--- src/rtl/mod_round_mux_2to1_if.sv ---
// Handshake bundle for the AES round-state merge mux: fresh block (in0),
// round feedback (in1) and the registered, round-tagged output.
interface mod_round_mux_2to1_if #(
    parameter int N      = 16,
    parameter int ADDR_W = 4
);
    logic                  in0_valid;
    logic                  in0_ready;
    logic [N-1:0][7:0]     in0_data;

    logic                  in1_valid;
    logic                  in1_ready;
    logic [N-1:0][7:0]     in1_data;

    logic                  out_valid;
    logic                  out_ready;
    logic [N-1:0][7:0]     out_data;
    logic [ADDR_W-1:0]     out_addr;

    logic                  busy;

    // Design-side view.
    modport slave (
        input  in0_valid, in0_data,
        input  in1_valid, in1_data,
        input  out_ready,
        output in0_ready, in1_ready,
        output out_valid, out_data, out_addr,
        output busy
    );

    // Environment-side view.
    modport master (
        output in0_valid, in0_data,
        output in1_valid, in1_data,
        output out_ready,
        input  in0_ready, in1_ready,
        input  out_valid, out_data, out_addr,
        input  busy
    );
endinterface

--- src/rtl/mod_round_mux_2to1.sv ---
// Round-state merge mux: picks a fresh block or the round feedback, registers
// it and tags it with the round index consumed by the downstream demux.
module mod_round_mux_2to1 #(
    parameter int N       = 16,
    parameter int NROUNDS = 14,
    parameter int ADDR_W  = 4
) (
    input  logic                  clk,
    input  logic                  rst,
    mod_round_mux_2to1_if.slave   bus
);

    typedef enum logic [1:0] {
        ST_IDLE  = 2'd0,
        ST_ROUND = 2'd1,
        ST_DRAIN = 2'd2
    } state_t;

    localparam logic [ADDR_W-1:0] ADDR_FIRST = ADDR_W'(1);
    localparam logic [ADDR_W-1:0] ADDR_LAST  = ADDR_W'(NROUNDS);

    state_t              state_q, state_d;
    logic                out_valid_q, out_valid_d;
    logic [ADDR_W-1:0]   out_addr_q, out_addr_d;
    logic [N-1:0][7:0]   out_data_q, out_data_d;

    logic                load_ok;
    logic                out_hs;
    logic                in0_rdy;
    logic                in1_rdy;
    logic                load_in0;
    logic                load_in1;
    logic [ADDR_W-1:0]   addr_inc;
    state_t              state_after_first;

    // Single output register, no skid: refill allowed whenever it empties this cycle.
    assign load_ok  = !out_valid_q || bus.out_ready;
    assign out_hs   = out_valid_q && bus.out_ready;
    assign addr_inc = out_addr_q + ADDR_W'(1);

    // A one-round configuration issues its final round straight from the fresh block.
    assign state_after_first = (ADDR_FIRST == ADDR_LAST) ? ST_DRAIN : ST_ROUND;

    always_comb begin
        state_d     = state_q;
        out_valid_d = out_valid_q;
        out_addr_d  = out_addr_q;
        in0_rdy     = 1'b0;
        in1_rdy     = 1'b0;
        load_in0    = 1'b0;
        load_in1    = 1'b0;

        case (state_q)
            ST_IDLE: begin
                in0_rdy = load_ok && !rst;
                if (bus.in0_valid && in0_rdy) begin
                    load_in0    = 1'b1;
                    out_valid_d = 1'b1;
                    out_addr_d  = ADDR_FIRST;
                    state_d     = state_after_first;
                end else if (out_hs) begin
                    out_valid_d = 1'b0;
                end
            end

            ST_ROUND: begin
                in1_rdy = load_ok && !rst;
                if (bus.in1_valid && in1_rdy) begin
                    load_in1    = 1'b1;
                    out_valid_d = 1'b1;
                    out_addr_d  = addr_inc;
                    if (addr_inc == ADDR_LAST) begin
                        state_d = ST_DRAIN;
                    end
                end else if (out_hs) begin
                    out_valid_d = 1'b0;
                end
            end

            ST_DRAIN: begin
                // Next block may only enter as the final round leaves.
                in0_rdy = bus.out_ready && !rst;
                if (out_hs) begin
                    if (bus.in0_valid && in0_rdy) begin
                        load_in0    = 1'b1;
                        out_valid_d = 1'b1;
                        out_addr_d  = ADDR_FIRST;
                        state_d     = state_after_first;
                    end else begin
                        out_valid_d = 1'b0;
                        state_d     = ST_IDLE;
                    end
                end
            end

            default: begin
                out_valid_d = 1'b0;
                state_d     = ST_IDLE;
            end
        endcase
    end

    genvar gi;
    generate
        for (gi = 0; gi < N; gi++) begin : g_byte
            assign out_data_d[gi] = load_in0 ? bus.in0_data[gi] :
                                    load_in1 ? bus.in1_data[gi] :
                                               out_data_q[gi];
        end
    endgenerate

    always_ff @(posedge clk) begin
        if (rst) begin
            state_q     <= ST_IDLE;
            out_valid_q <= 1'b0;
            out_addr_q  <= '0;
            out_data_q  <= '0;
        end else begin
            state_q     <= state_d;
            out_valid_q <= out_valid_d;
            out_addr_q  <= out_addr_d;
            out_data_q  <= out_data_d;
        end
    end

    assign bus.in0_ready = in0_rdy;
    assign bus.in1_ready = in1_rdy;
    assign bus.out_valid = out_valid_q;
    assign bus.out_data  = out_data_q;
    assign bus.out_addr  = out_addr_q;
    assign bus.busy      = (state_q != ST_IDLE);

endmodule

--- src/flat_wrapper.sv ---
// flat-port wrapper written by rule: the top's interface ports become plain ports
module mod_round_mux_2to1_flat 
#(
    parameter int N       = 16,
    parameter int NROUNDS = 14,
    parameter int ADDR_W  = 4
)
  (clk, rst, bus_in0_valid, bus_in0_data, bus_in1_valid, bus_in1_data, bus_out_ready, bus_in0_ready, bus_in1_ready, bus_out_valid, bus_out_data, bus_out_addr, bus_busy);
  mod_round_mux_2to1_if #(.N(N), .ADDR_W(ADDR_W)) bus_i ();
  input  logic clk;
  input  logic rst;
  input wire logic [$bits(bus_i.in0_valid)-1:0] bus_in0_valid;
  input wire logic [$bits(bus_i.in0_data)-1:0] bus_in0_data;
  input wire logic [$bits(bus_i.in1_valid)-1:0] bus_in1_valid;
  input wire logic [$bits(bus_i.in1_data)-1:0] bus_in1_data;
  input wire logic [$bits(bus_i.out_ready)-1:0] bus_out_ready;
  output wire logic [$bits(bus_i.in0_ready)-1:0] bus_in0_ready;
  output wire logic [$bits(bus_i.in1_ready)-1:0] bus_in1_ready;
  output wire logic [$bits(bus_i.out_valid)-1:0] bus_out_valid;
  output wire logic [$bits(bus_i.out_data)-1:0] bus_out_data;
  output wire logic [$bits(bus_i.out_addr)-1:0] bus_out_addr;
  output wire logic [$bits(bus_i.busy)-1:0] bus_busy;
  assign bus_i.in0_valid = bus_in0_valid;
  assign bus_i.in0_data = bus_in0_data;
  assign bus_i.in1_valid = bus_in1_valid;
  assign bus_i.in1_data = bus_in1_data;
  assign bus_i.out_ready = bus_out_ready;
  assign bus_in0_ready = bus_i.in0_ready;
  assign bus_in1_ready = bus_i.in1_ready;
  assign bus_out_valid = bus_i.out_valid;
  assign bus_out_data = bus_i.out_data;
  assign bus_out_addr = bus_i.out_addr;
  assign bus_busy = bus_i.busy;
  mod_round_mux_2to1 #(.N(N), .NROUNDS(NROUNDS), .ADDR_W(ADDR_W)) u_core (.clk(clk), .rst(rst), .bus(bus_i));
endmodule
--- config.mk ---
export PLATFORM = sky130hd
export DESIGN_NAME = mod_round_mux_2to1_flat
export DESIGN_NICKNAME = d
export VERILOG_FILES = /design/src/rtl/mod_round_mux_2to1_if.sv /design/src/rtl/mod_round_mux_2to1.sv /design/src/flat_wrapper.sv
export SDC_FILE = /design/constraint.sdc
export NUM_CORES = 1
export LEC_CHECK = 0
export CORE_AREA = 3 3 152 154
export DETAILED_ROUTE_END_ITERATION = 12
export DIE_AREA = 0 0 155 157
export GPL_ROUTABILITY_DRIVEN = 1
export PLACE_DENSITY = 0.66
export SYNTH_ARGS = -nofsm -noshare
export SYNTH_HDL_FRONTEND = slang
export SYNTH_SLANG_ARGS = --single-unit
--- constraint.sdc ---
create_clock -name clk -period 2.9 [get_ports clk]
set_input_delay 0.58 -clock clk [delete_from_list [all_inputs] [get_ports clk]]
set_output_delay 0.58 -clock clk [all_outputs]
set_load 0.05 [all_outputs]
==> insert_results.sql, run 1 <==
INSERT INTO impl_metrics (metric_group, metric, value, unit) VALUES
('synth', 'share_of_the_synthesized_area_in_compound_gates_ao_oa_aoi_oai', '38.32', '%'),
('placement', 'dp_cells', '1266', ''),
('timing', 'rsz0062_at_grt', 'false', ''),
('clock_network', 'htree_num_levels', '4', ''),
('timing', 'max_freq', '0.3896', 'GHz'),
('synth', 'synth-edff-count', '0', ''),
('floorplanning', 'die_outline_width', '155', 'um'),
('min_path', 'worst_hold_startpoint', 'rst', ''),
('floorplanning', 'initial_core_util', '30.24', '%'),
('worst_setup_path', 'r2r_end', 'u_core.bus.out_data[54]', ''),
('pwr', 'power_leakage', '3.538', 'nW'),
('route', 'wl_per_cell', '18.45', 'um'),
('floorplanning', 'die-area', '24340', 'um2'),
('route', 'drc_viols', '0', ''),
('worst_setup_path', 'regToRegSetupSlack', '1040', 'ps'),
('clock_network', 'worst_skew_pair.late_latency', '410', 'ps'),
('placement', 'post_dp_area', '10670', 'um2'),
('finish', 'area_growth_syn_to_layout', '70.23', '%'),
('worst_setup_path', 'worstPathArrival', '1990', 'ps'),
('global_routing', 'met3_usage', '7.094', '%'),
('timing', 'finalWorstPathRequiredPeriod', '2567', 'ps'),
('synth', 'syn_nets', '911', ''),
('synth', 'synthesis.instances', '648', ''),
('route', 'overall_routed_net_length', '23950', 'um'),
('status', 'status', 'finished clean', ''),
('finish', 'num-nets-final', '1268', ''),
('route', 'detail-route-antenna-nets', '0', ''),
('finish', 'fin_area', '11230', 'um2'),
('placement', 'buffer_ports.inserted', '396', ''),
('clock_network', 'clock-sinks', '135', ''),
('pwr', 'irDropWorstVdd', '0.3453', 'mV'),
('timing', 'relSlewSlack', '29.21', '%'),
('global_routing', 'globalRouteTotalUtil', '18.67', '%'),
('finish', 'final_layout_size_suffix_gt1_share', '23.18', '%'),
('timing', 'finalHoldWorstSlack', '440.9', 'ps'),
('clock_network', 'clockBufferDepth', '2', ''),
('min_path', 'hold_path.class', 'input pin to flop', ''),
('global_routing', 'global_routing_usage_on_met2', '31.48', '%'),
('synth', 'ys_warn_count', '0', ''),
('pwr', 'powerDensity', '506.1', 'nW/um2'),
('worst_setup_path', 'critPathCaptureType', 'output pin', ''),
('finish', 'final_cell_count_no_fill', '1298', ''),
('route', 'detail_route.first_pass.iterations', '4', ''),
('clock_network', 'clock_tree_from_tritoncts', 'built', ''),
('synth', 'synth_fa_ha_area_share', '0.3792', '%'),
('floorplanning', 'fp.coreArea', '21820', 'um2'),
('pwr', 'total_power', '5.685', 'mW'),
('timing', 'final-setup-viol-count', '0', ''),
('synth', 'synth-seq-cells', '135', ''),
('placement', 'dp_worst_setup_slack', '364.5', 'ps'),
('synth', 'synth-seq-area-share', '40.96', '%'),
('global_routing', 'grt.busiest_layer', 'met2', ''),
('timing', 'finalCritPeriodShare', '88.51', '%'),
('min_path', 'holdPathEnd', 'u_core.state_q[0]', ''),
('synth', 'yosysUniqueCellTypes', '43', ''),
('synth', 'synthXorXnorAreaFrac', '0', '%'),
('route', 'via_count', '6490', ''),
('synth', 'synth_mux_area_share', '0.1517', '%'),
('finish', 'insertedDiodeCount', '0', ''),
('global_routing', 'grt_max_degree', '71', ''),
('synth', 'post_synth_instance_area', '6599', 'um2'),
('clock_network', 'cts.root.buffer_cell', 'clkbuf_16', ''),
('floorplanning', 'io_pins', '397', ''),
('clock_network', 'holdBufCountCts', '0', ''),
('global_routing', 'global_route.usage.met1', '22.24', '%'),
('global_routing', 'grt_overflow', '0', ''),
('placement', 'place.detailed.hpwl', '16950', 'um'),
('timing', 'clk_skew', '8.575', 'ps'),
('timing', 'slew_at_the_pin_closest_to_its_max_slew_limit', '1062', 'ps'),
('worst_setup_path', 'worst-endpoint-required', '2320', 'ps'),
('placement', 'place.gp.congestion', '0.7903', '');
## worst max path at each step
| stage | endpoint | slack (ps) |
|---|---|---|
| floorplan | bus_in1_ready | 630 |
| global placement | u_core.bus.out_data[97] | 440 |
| detailed placement | u_core.bus.out_data[106] | 360 |
| CTS | bus_busy | 320 |
| global route | bus_busy | 230 |
| finish | bus_busy | 330 |
## flip-flops by register name (all words and copies together), names as in the netlist
signal,cells
u_core.bus.out_data,128
u_core.bus.out_addr,4
u_core.state_q,2
u_core.bus.out_valid,1
## critical path, cell delays in order (launching register included)
cell	delay (ps)
dfxtp_1	570
or2_2	190
clkdlybuf4s50_1	810
## routing by layer
metal	vias up	routed length, um
met3	24	2140
met2	266	11830
li1	3163	-
met4	0	423
met1	3037	9548
met5	-	0
## cell usage in the layout (no fill, tap or decap), types with 2 or more instances in the layout
master             n
dfxtp_1          135
clkinvlp_4         4
and2_1             2
a21oi_2           79
nand2b_1           3
a22oi_2           99
nand3_1          131
a22oi_1           29
inv_6              4
a21oi_1           53
o21a_1             3
buf_12             9
clkbuf_1           2
clkdlybuf4s50_1  393
nand2_1            5
nor2b_1            3
o21ai_0            2
ha_1               2
buf_4              9
clkbuf_16         17
clkinv_4           2
nor2_1             6
## cell families after synthesis
kind of cell,count (synthesis)
buffers and inverters,75
and+or+nand+nor,160
muxes,1
DFF,135
adders and majority gates,2
AOI/OAI and AO/OA,275
## cell usage after synthesis, types with 2 or more instances
library cell,count,area [um2]
a22oi_2,99,1239
buf_6,17,191.4
a22oi_1,29,217.7
nor2b_1,3,18.77
a21oi_1,53,265.3
nand2b_1,3,18.77
dfxtp_1,135,2703
buf_1,2,7.510
o21a_1,3,22.52
nand3_1,132,660.6
buf_2,38,190.2
o21ai_0,2,10.01
clkbuf_8,2,27.53
clkbuf_1,12,45.04
and2_1,2,12.51
nor2_1,6,22.52
a21oi_2,79,691.9
nand2_1,5,18.77
ha_1,2,25.02
## layout make-up
class	instances	area, um2
fillers	2034	10590
well taps	280	350.3
flip-flops and latches	135	2703
repair buffers	412	4193
clock buffers	20	446.7
inverters	1	3.754
multi-input cells	438	3420
clock inverters	12	117.6
## report_power, final
part | switching (mW) | internal (mW) | total, mW
sequential | 0.0645 | 1.97 | 2.04
combinational | 0.859 | 0.693 | 1.55
clock | 0.883 | 1.21 | 2.10
total | 1.81 | 3.88 | 5.68
No activity file was read; power rests on OpenSTA's default activity.
==> run 2, diff against run 1 <==
Settings changed: CORE_AREA 3 3 152 154 to 2 2 155 157, DIE_AREA 0 0 155 157 to 0 0 157 159, PLACE_DENSITY 0.66 to 0.63.
==> run 2 against run 1 <==
- maximum frequency decreased by 0.95%
- via count decreased by 0.12%
- sequential cell count unchanged
- utilization decreased by 2.2 points
- clock skew increased by 2.4 ps
- cell count increased by 3.5%
- non-clock buffer count increased by 7
==> insert_results.sql, run 2 (synthesis results as in run 1) <==
INSERT INTO impl_metrics (metric_group, metric, value, unit) VALUES
('status', 'status', 'finished clean', ''),
('route', 'drt_iter0_markers', '329', ''),
('global_routing', 'grt_overflow', '0', ''),
('finish', 'largest_register_ffs', '128', ''),
('clock_network', 'holdBufCountCts', '0', ''),
('clock_network', 'htree_num_levels', '4', ''),
('floorplanning', 'placementRows', '56', ''),
('pwr', 'power.share.combinational', '27.6', '%'),
('pwr', 'seqPwrFrac', '35.7', '%'),
('floorplanning', 'chipHeight', '159', 'um'),
('global_routing', 'antenna_found_initial', '0', ''),
('clock_network', 'clk_pin_slew_worst_paths', '70', 'ps'),
('clock_network', 'clock-sinks', '135', ''),
('route', 'detail-route-antenna-nets', '0', ''),
('clock_network', 'cts.root.buffer_cell', 'clkbuf_16', ''),
('floorplanning', 'die-area', '24960', 'um2'),
('finish', 'num-nets-final', '1275', ''),
('global_routing', 'grt.busiest_layer', 'met2', ''),
('finish', 'area_growth_syn_to_layout', '73.06', '%'),
('route', 'detail_route.first_pass.iterations', '5', ''),
('timing', 'slew_viol_final', '0', ''),
('pwr', 'net-switching-power', '1.854', 'mW'),
('global_routing', 'global_routing_usage_on_met2', '31.96', '%'),
('timing', 'final-setup-viol-count', '0', ''),
('timing', 'hold_viol_final', '0', ''),
('clock_network', 'worst_skew_pair.late_latency', '420', 'ps'),
('global_routing', 'global_route.usage.met1', '22.19', '%'),
('clock_network', 'clock_tree_from_tritoncts', 'built', ''),
('floorplanning', 'io_pins', '397', ''),
('global_routing', 'met3_usage', '7.104', '%'),
('floorplanning', 'die_outline_width', '157', 'um'),
('global_routing', 'grt_pass1_wl', '36710', 'um'),
('min_path', 'hold_path.class', 'flop to flop', ''),
('route', 'drc_viols', '0', ''),
('worst_setup_path', 'worst-path-max-fanout', '10', ''),
('pwr', 'power.share.switching', '32.57', '%'),
('clock_network', 'clockBufferDepth', '2', ''),
('clock_network', 'postCtsResizedCells', '0', ''),
('route', 'wl_per_cell', '18.10', 'um'),
('timing', 'max_freq', '0.3859', 'GHz'),
('pwr', 'clock_power_share', '36.7', '%'),
('floorplanning', 'fp.coreArea', '23190', 'um2'),
('placement', 'place.gp.congestion', '0.7808', ''),
('worst_setup_path', 'worst-endpoint-required', '2320', 'ps'),
('finish', 'layout.filler_cells', '2201', ''),
('clock_network', 'postCtsSetupBuffers', '0', ''),
('finish', 'layout.cells.most_common_list', '393 x clkdlybuf4s50_1, 135 x dfxtp_1, 131 x nand3_1', ''),
('worst_setup_path', 'worstPathArrival', '2010', 'ps'),
('pwr', 'p_int', '3.840', 'mW'),
('timing', 'relSlewSlack', '41.78', '%'),
('worst_setup_path', 'startpoint_type', 'flop', ''),
('finish', 'sequential_cell_area', '2703', 'um2'),
('pwr', 'irDropWorstVdd', '0.2697', 'mV'),
('worst_setup_path', 'setup.worst_path.class', 'flop to output pin', ''),
('timing', 'finalCritPeriodShare', '89.36', '%'),
('pwr', 'power_leakage', '3.615', 'nW'),
('floorplanning', 'initial_core_util', '28.45', '%'),
('timing', 'slew_at_the_pin_closest_to_its_max_slew_limit', '873.2', 'ps'),
('finish', 'insertedDiodeCount', '0', ''),
('pwr', 'powerDensity', '498.6', 'nW/um2'),
('placement', 'dp_cells', '1312', ''),
('clock_network', 'cts_made_buffers', '17', ''),
('global_routing', 'globalRouteTotalUtil', '18.70', '%'),
('finish', 'most_common_cell_after_layout_fill_and_taps_aside', 'clkdlybuf4s50_1', ''),
('finish', 'final_cell_count_no_fill', '1344', ''),
('timing', 'final_tns_setup', '0', 'ps'),
('route', 'post_drt_via_cell_ratio', '4.823', ''),
('placement', 'place.detailed.hpwl', '17430', 'um'),
('timing', 'clk_skew', '11.02', 'ps'),
('finish', 'final_layout_size_suffix_gt1_share', '23.90', '%'),
('worst_setup_path', 'critPathCaptureType', 'output pin', ''),
('route', 'overall_routed_net_length', '24320', 'um'),
('global_routing', 'grt_pass1_vias', '6438', ''),
('timing', 'rsz0062_at_grt', 'false', ''),
('worst_setup_path', 'regToRegSetupSlack', '1100', 'ps'),
('job', 'drv_cap', '0', ''),
('route', 'via_count', '6482', ''),
('placement', 'buffer_ports.inserted', '396', ''),
('finish', 'multi_input_area', '3420', 'um2'),
('global_routing', 'grt_max_degree', '67', ''),
('timing', 'finalWorstPathRequiredPeriod', '2591', 'ps');
-- run 2: worst max-delay path, stage by stage (launching register included) --
cell             delay [ps]
dfxtp_1                 550
or2_2                   230
clkdlybuf4s50_1         810
-- run 2: worst paths after layout --
check	startpoint	end	cells after the start
worst min-delay path	u_core.bus.out_data[36]	u_core.bus.out_data[36]	2
worst min register to register	u_core.bus.out_data[36]	u_core.bus.out_data[36]	2
worst max-delay path	u_core.state_q[1]	bus_busy	2
worst max register to register	u_core.state_q[1]	u_core.bus.out_data[88]	5
-- run 2: power groups by stage --
stage	logic (mW)	registers (mW)	clock network, mW
final	1.57	2.03	2.09
after global routing	1.65	2.05	2.23
after CTS	1.58	2.03	2.15
after detailed placement	1.58	2.07	0
after global placement	1.58	2.07	0
after floorplan	0.461	2.46	0
-- run 2: per-stage QoR --
stage / power [mW] / util (%) / area (um2) / worst slack, ps / hold slack [ps]
floorplan: 2.923 / - / 6599 / 627.9 / 574.0
global placement: 3.649 / 46.82 / 10860 / 459.8 / 452.6
detailed placement: 3.654 / 46.82 / 10860 / 436.3 / 458.1
CTS: 5.772 / 49.24 / 11420 / 263.2 / 467.6
global route: 5.932 / 49.24 / 11420 / 228.9 / 479.5
finish: 5.694 / 49.24 / 11420 / 308.6 / 465.3
-- run 2: area by class of cell --
| cell class | instances | share of cell area (%) |
|---|---|---|
| Clock buffer | 19 | 3.966 |
| Timing Repair Buffer | 419 | 37.94 |
| Sequential cell | 135 | 23.67 |
| Clock inverter | 13 | 0.9532 |
| Multi-Input combinational cell | 438 | 29.94 |
| Tap cell | 319 | 3.495 |
| Inverter | 1 | 0.03287 |
-- run 2: routing by layer --
metal,part of all wire [%],vias to the layer above
li1,-,3175
met1,41,3025
met2,49,268
met3,9.3,14
met4,0.87,0
met5,0,-
==> run 3, diff against run 2 <==
Settings changed: ABC_AREA from default to 1, CORE_AREA 2 2 155 157 to 2 2 152 154, CTS_BUF_LIST from default to sky130_fd_sc_hd__clkbuf_8, DIE_AREA 0 0 157 159 to 0 0 154 156, PLACE_DENSITY 0.63 to 0.67, SLEW_MARGIN from default to 20.
==> run 3 against run 2 <==
- synthesized cell count rose by 80%
- maximum frequency up 5.1%
- total power grew 4.1%
- first-iteration DRC count increased by 29%
- critical path type unchanged
- clock-buffer cell count is 2 lower
- synthesized area increased by 7.0%
==> insert_results.sql, run 3 <==
INSERT INTO impl_metrics (metric_group, metric, value, unit) VALUES
('finish', 'largest_register_ffs', '128', ''),
('clock_network', 'postCtsResizedCells', '0', ''),
('synth', 'synth_async_reset_ratio', '0', '%'),
('synth', 'yosys_most_used_dff', 'dfxtp_1', ''),
('pwr', 'powerDensity', '516.3', 'nW/um2'),
('finish', 'final_layout_size_suffix_gt1_share', '6.856', '%'),
('finish', 'sequential_cell_area', '2703', 'um2'),
('floorplanning', 'placementRows', '55', ''),
('timing', 'max_freq', '0.4056', 'GHz'),
('synth', 'yosysUniqueCellTypes', '27', ''),
('clock_network', 'clock-sinks', '135', ''),
('finish', 'multi_input_area', '3367', 'um2'),
('worst_setup_path', 'regToRegSetupSlack', '1140', 'ps'),
('worst_setup_path', 'r2r_end', 'u_core.bus.out_data[124]', ''),
('synth', 'synthesis.instances', '1165', ''),
('timing', 'slew_at_the_pin_closest_to_its_max_slew_limit', '620.3', 'ps'),
('placement', 'place.gp.congestion', '0.8215', ''),
('finish', 'insertedDiodeCount', '0', ''),
('clock_network', 'clockBufferDepth', '2', ''),
('finish', 'layout.cells.most_common_list', '394 x nor2_1, 393 x clkdlybuf4s50_1, 354 x nand2_1', ''),
('timing', 'finalCritPeriodShare', '85.02', '%'),
('min_path', 'hold_path.class', 'input pin to flop', ''),
('timing', 'final-setup-viol-count', '0', ''),
('floorplanning', 'fp.coreArea', '22370', 'um2'),
('clock_network', 'cts_made_buffers', '17', ''),
('timing', 'finalWorstPathRequiredPeriod', '2466', 'ps'),
('placement', 'place.detailed.hpwl', '17190', 'um'),
('clock_network', 'clock_tree_from_tritoncts', 'built', ''),
('route', 'overall_routed_net_length', '23520', 'um'),
('route', 'via_count', '7593', ''),
('pwr', 'irDropWorstVdd', '0.2219', 'mV'),
('pwr', 'power_leakage', '5.060', 'nW'),
('worst_setup_path', 'max_stage_delay', '840', 'ps'),
('global_routing', 'grt_overflow', '0', ''),
('clock_network', 'holdBufCountCts', '0', ''),
('route', 'wl_per_cell', '12.84', 'um'),
('route', 'post_drt_via_cell_ratio', '4.147', ''),
('route', 'detail_route.first_pass.iterations', '4', ''),
('timing', 'slew_viol_final', '0', ''),
('worst_setup_path', 'rr_startpoint', 'u_core.state_q[1]', ''),
('timing', 'clk_skew', '14.06', 'ps'),
('global_routing', 'grt_pass1_wl', '35740', 'um'),
('floorplanning', 'chipHeight', '156', 'um'),
('pwr', 'total_power', '5.929', 'mW'),
('synth', 'yosys.area.top_type', 'dfxtp_1', ''),
('synth', 'ys_top_cells_by_count', '394 x nor2_1, 354 x nand2_1, 142 x inv_1', ''),
('worst_setup_path', 'cpMaxStageDelayCell', 'clkdlybuf4s50_1', ''),
('finish', 'most_common_cell_after_layout_fill_and_taps_aside', 'nor2_1', ''),
('worst_setup_path', 'critPathCaptureType', 'output pin', ''),
('global_routing', 'grt_pass1_vias', '6914', ''),
('timing', 'finalHoldWorstSlack', '512.4', 'ps'),
('min_path', 'worst_hold_startpoint', 'rst', ''),
('worst_setup_path', 'worst-path-max-fanout', '4', ''),
('clock_network', 'postCtsSetupBuffers', '0', ''),
('worst_setup_path', 'worst-endpoint-required', '2320', 'ps'),
('synth', 'synth-edff-count', '0', ''),
('clock_network', 'worst_skew_pair.late_latency', '440', 'ps'),
('synth', 'avgSynthCellArea', '6.062', 'um2'),
('finish', 'layout.filler_cells', '2229', ''),
('timing', 'rsz0062_at_grt', 'false', ''),
('finish', 'area_growth_syn_to_layout', '62.61', '%'),
('min_path', 'hold_path_depth', '4', ''),
('global_routing', 'globalRouteTotalUtil', '18.73', '%'),
('floorplanning', 'die_outline_width', '154', 'um'),
('floorplanning', 'die-area', '24020', 'um2'),
('global_routing', 'antenna_found_initial', '0', ''),
('synth', 'ys_warn_count', '0', ''),
('job', 'drv_cap', '0', ''),
('placement', 'buffer_ports.inserted', '396', ''),
('worst_setup_path', 'worstPathArrival', '1890', 'ps'),
('worst_setup_path', 'startpoint_type', 'flop', ''),
('floorplanning', 'initial_core_util', '31.57', '%'),
('worst_setup_path', 'cp_cell_sequence', 'nor2_1 -> inv_1 -> clkdlybuf4s50_1', ''),
('route', 'detail-route-antenna-nets', '0', ''),
('worst_setup_path', 'setup.worst_path.class', 'flop to output pin', ''),
('global_routing', 'grt_max_degree', '131', ''),
('synth', 'yosys.cell_count.top_type', 'nor2_1', ''),
('route', 'drt_iter0_markers', '423', ''),
('floorplanning', 'io_pins', '397', ''),
('synth', 'synth_top_area_share', '38.27', '%'),
('synth', 'synth_area_leaders', 'dfxtp_1 38%, nor2_1 21%, nand2_1 19%', ''),
('clock_network', 'clk_pin_slew_worst_paths', '80', 'ps'),
('placement', 'post_dp_area', '11100', 'um2'),
('worst_setup_path', 'rr_worst_depth', '10', ''),
('min_path', 'holdPathEnd', 'u_core.bus.out_valid', ''),
('synth', 'synth-seq-area-share', '38.27', '%'),
('clock_network', 'cts.root.buffer_cell', 'clkbuf_8', ''),
('finish', 'fin_area', '11480', 'um2'),
('synth', 'post_synth_instance_area', '7062', 'um2'),
('timing', 'hold_viol_final', '0', ''),
('status', 'status', 'finished clean', ''),
('route', 'drc_viols', '0', ''),
('finish', 'num-nets-final', '1796', ''),
('synth', 'syn_nets', '1428', ''),
('timing', 'final_tns_setup', '0', 'ps'),
('synth', 'synth-seq-cells', '135', ''),
('clock_network', 'htree_num_levels', '4', ''),
('timing', 'relSlewSlack', '58.65', '%');
run 3: metrics by stage:
stage               std cells  util (%)  worst slack, ps
floorplan                1165         -            707.8
global placement         1799     49.62            475.8
detailed placement       1799     49.62            438.8
CTS                      1831     51.35            374.4
global route             1831     51.35            348.5
finish                   1831     51.35            434.5
run 3: per-layer routing:
| metal | vias to the layer above | global-route usage [%] | share of wire, % |
|---|---|---|---|
| li1 | 4081 | - | - |
| met1 | 3235 | 21.75 | 42 |
| met2 | 247 | 33.14 | 50 |
| met3 | 30 | 5.361 | 6.8 |
| met4 | 0 | 6.275 | 2.0 |
| met5 | - | 0 | 0 |
run 3: worst max-delay path by stage:
| stage | startpoint | slack (ps) | endpoint |
|---|---|---|---|
| after detailed placement | bus_out_ready | 440 | u_core.bus.out_data[124] |
| after floorplan | rst | 710 | bus_in0_ready |
| after CTS | u_core.state_q[0] | 370 | bus_busy |
| final | u_core.state_q[0] | 430 | bus_busy |
| after global placement | bus_out_ready | 480 | u_core.bus.out_data[30] |
| after global routing | u_core.state_q[0] | 350 | bus_busy |
run 3: area by class of cell:
| type | count | area share (%) |
|---|---|---|
| Multi-Input combinational cell | 828 | 29.32 |
| Tap cell | 285 | 3.105 |
| Sequential cell | 135 | 23.53 |
| Clock buffer | 17 | 2.037 |
| Timing Repair Buffer | 406 | 35.87 |
| Clock inverter | 15 | 1.329 |
| Inverter | 145 | 4.805 |
run 3: power breakdown:
part           internal (mW)  switching (mW)
sequential              2.03          0.0999
clock                  0.767           0.789
combinational          0.882            1.36
run 3: cells by family (layout without fill, tap and decap cells):
logic type / count (synthesis) / after routing / share of synthesized area, %
and+or+nand+nor: 814 / 814 / 46.39
buffers and inverters: 202 / 583 / 14.12
DFF: 135 / 135 / 38.27
AOI/OAI and AO/OA: 12 / 12 / 0.8682
adders and majority gates: 2 / 2 / 0.3543
run 3: worst max-delay path: cells and delay by family, from the launching register on:
kind	cells	cell delay, ps
simple gates	1	100
flops	1	390
buf+inv	2	950
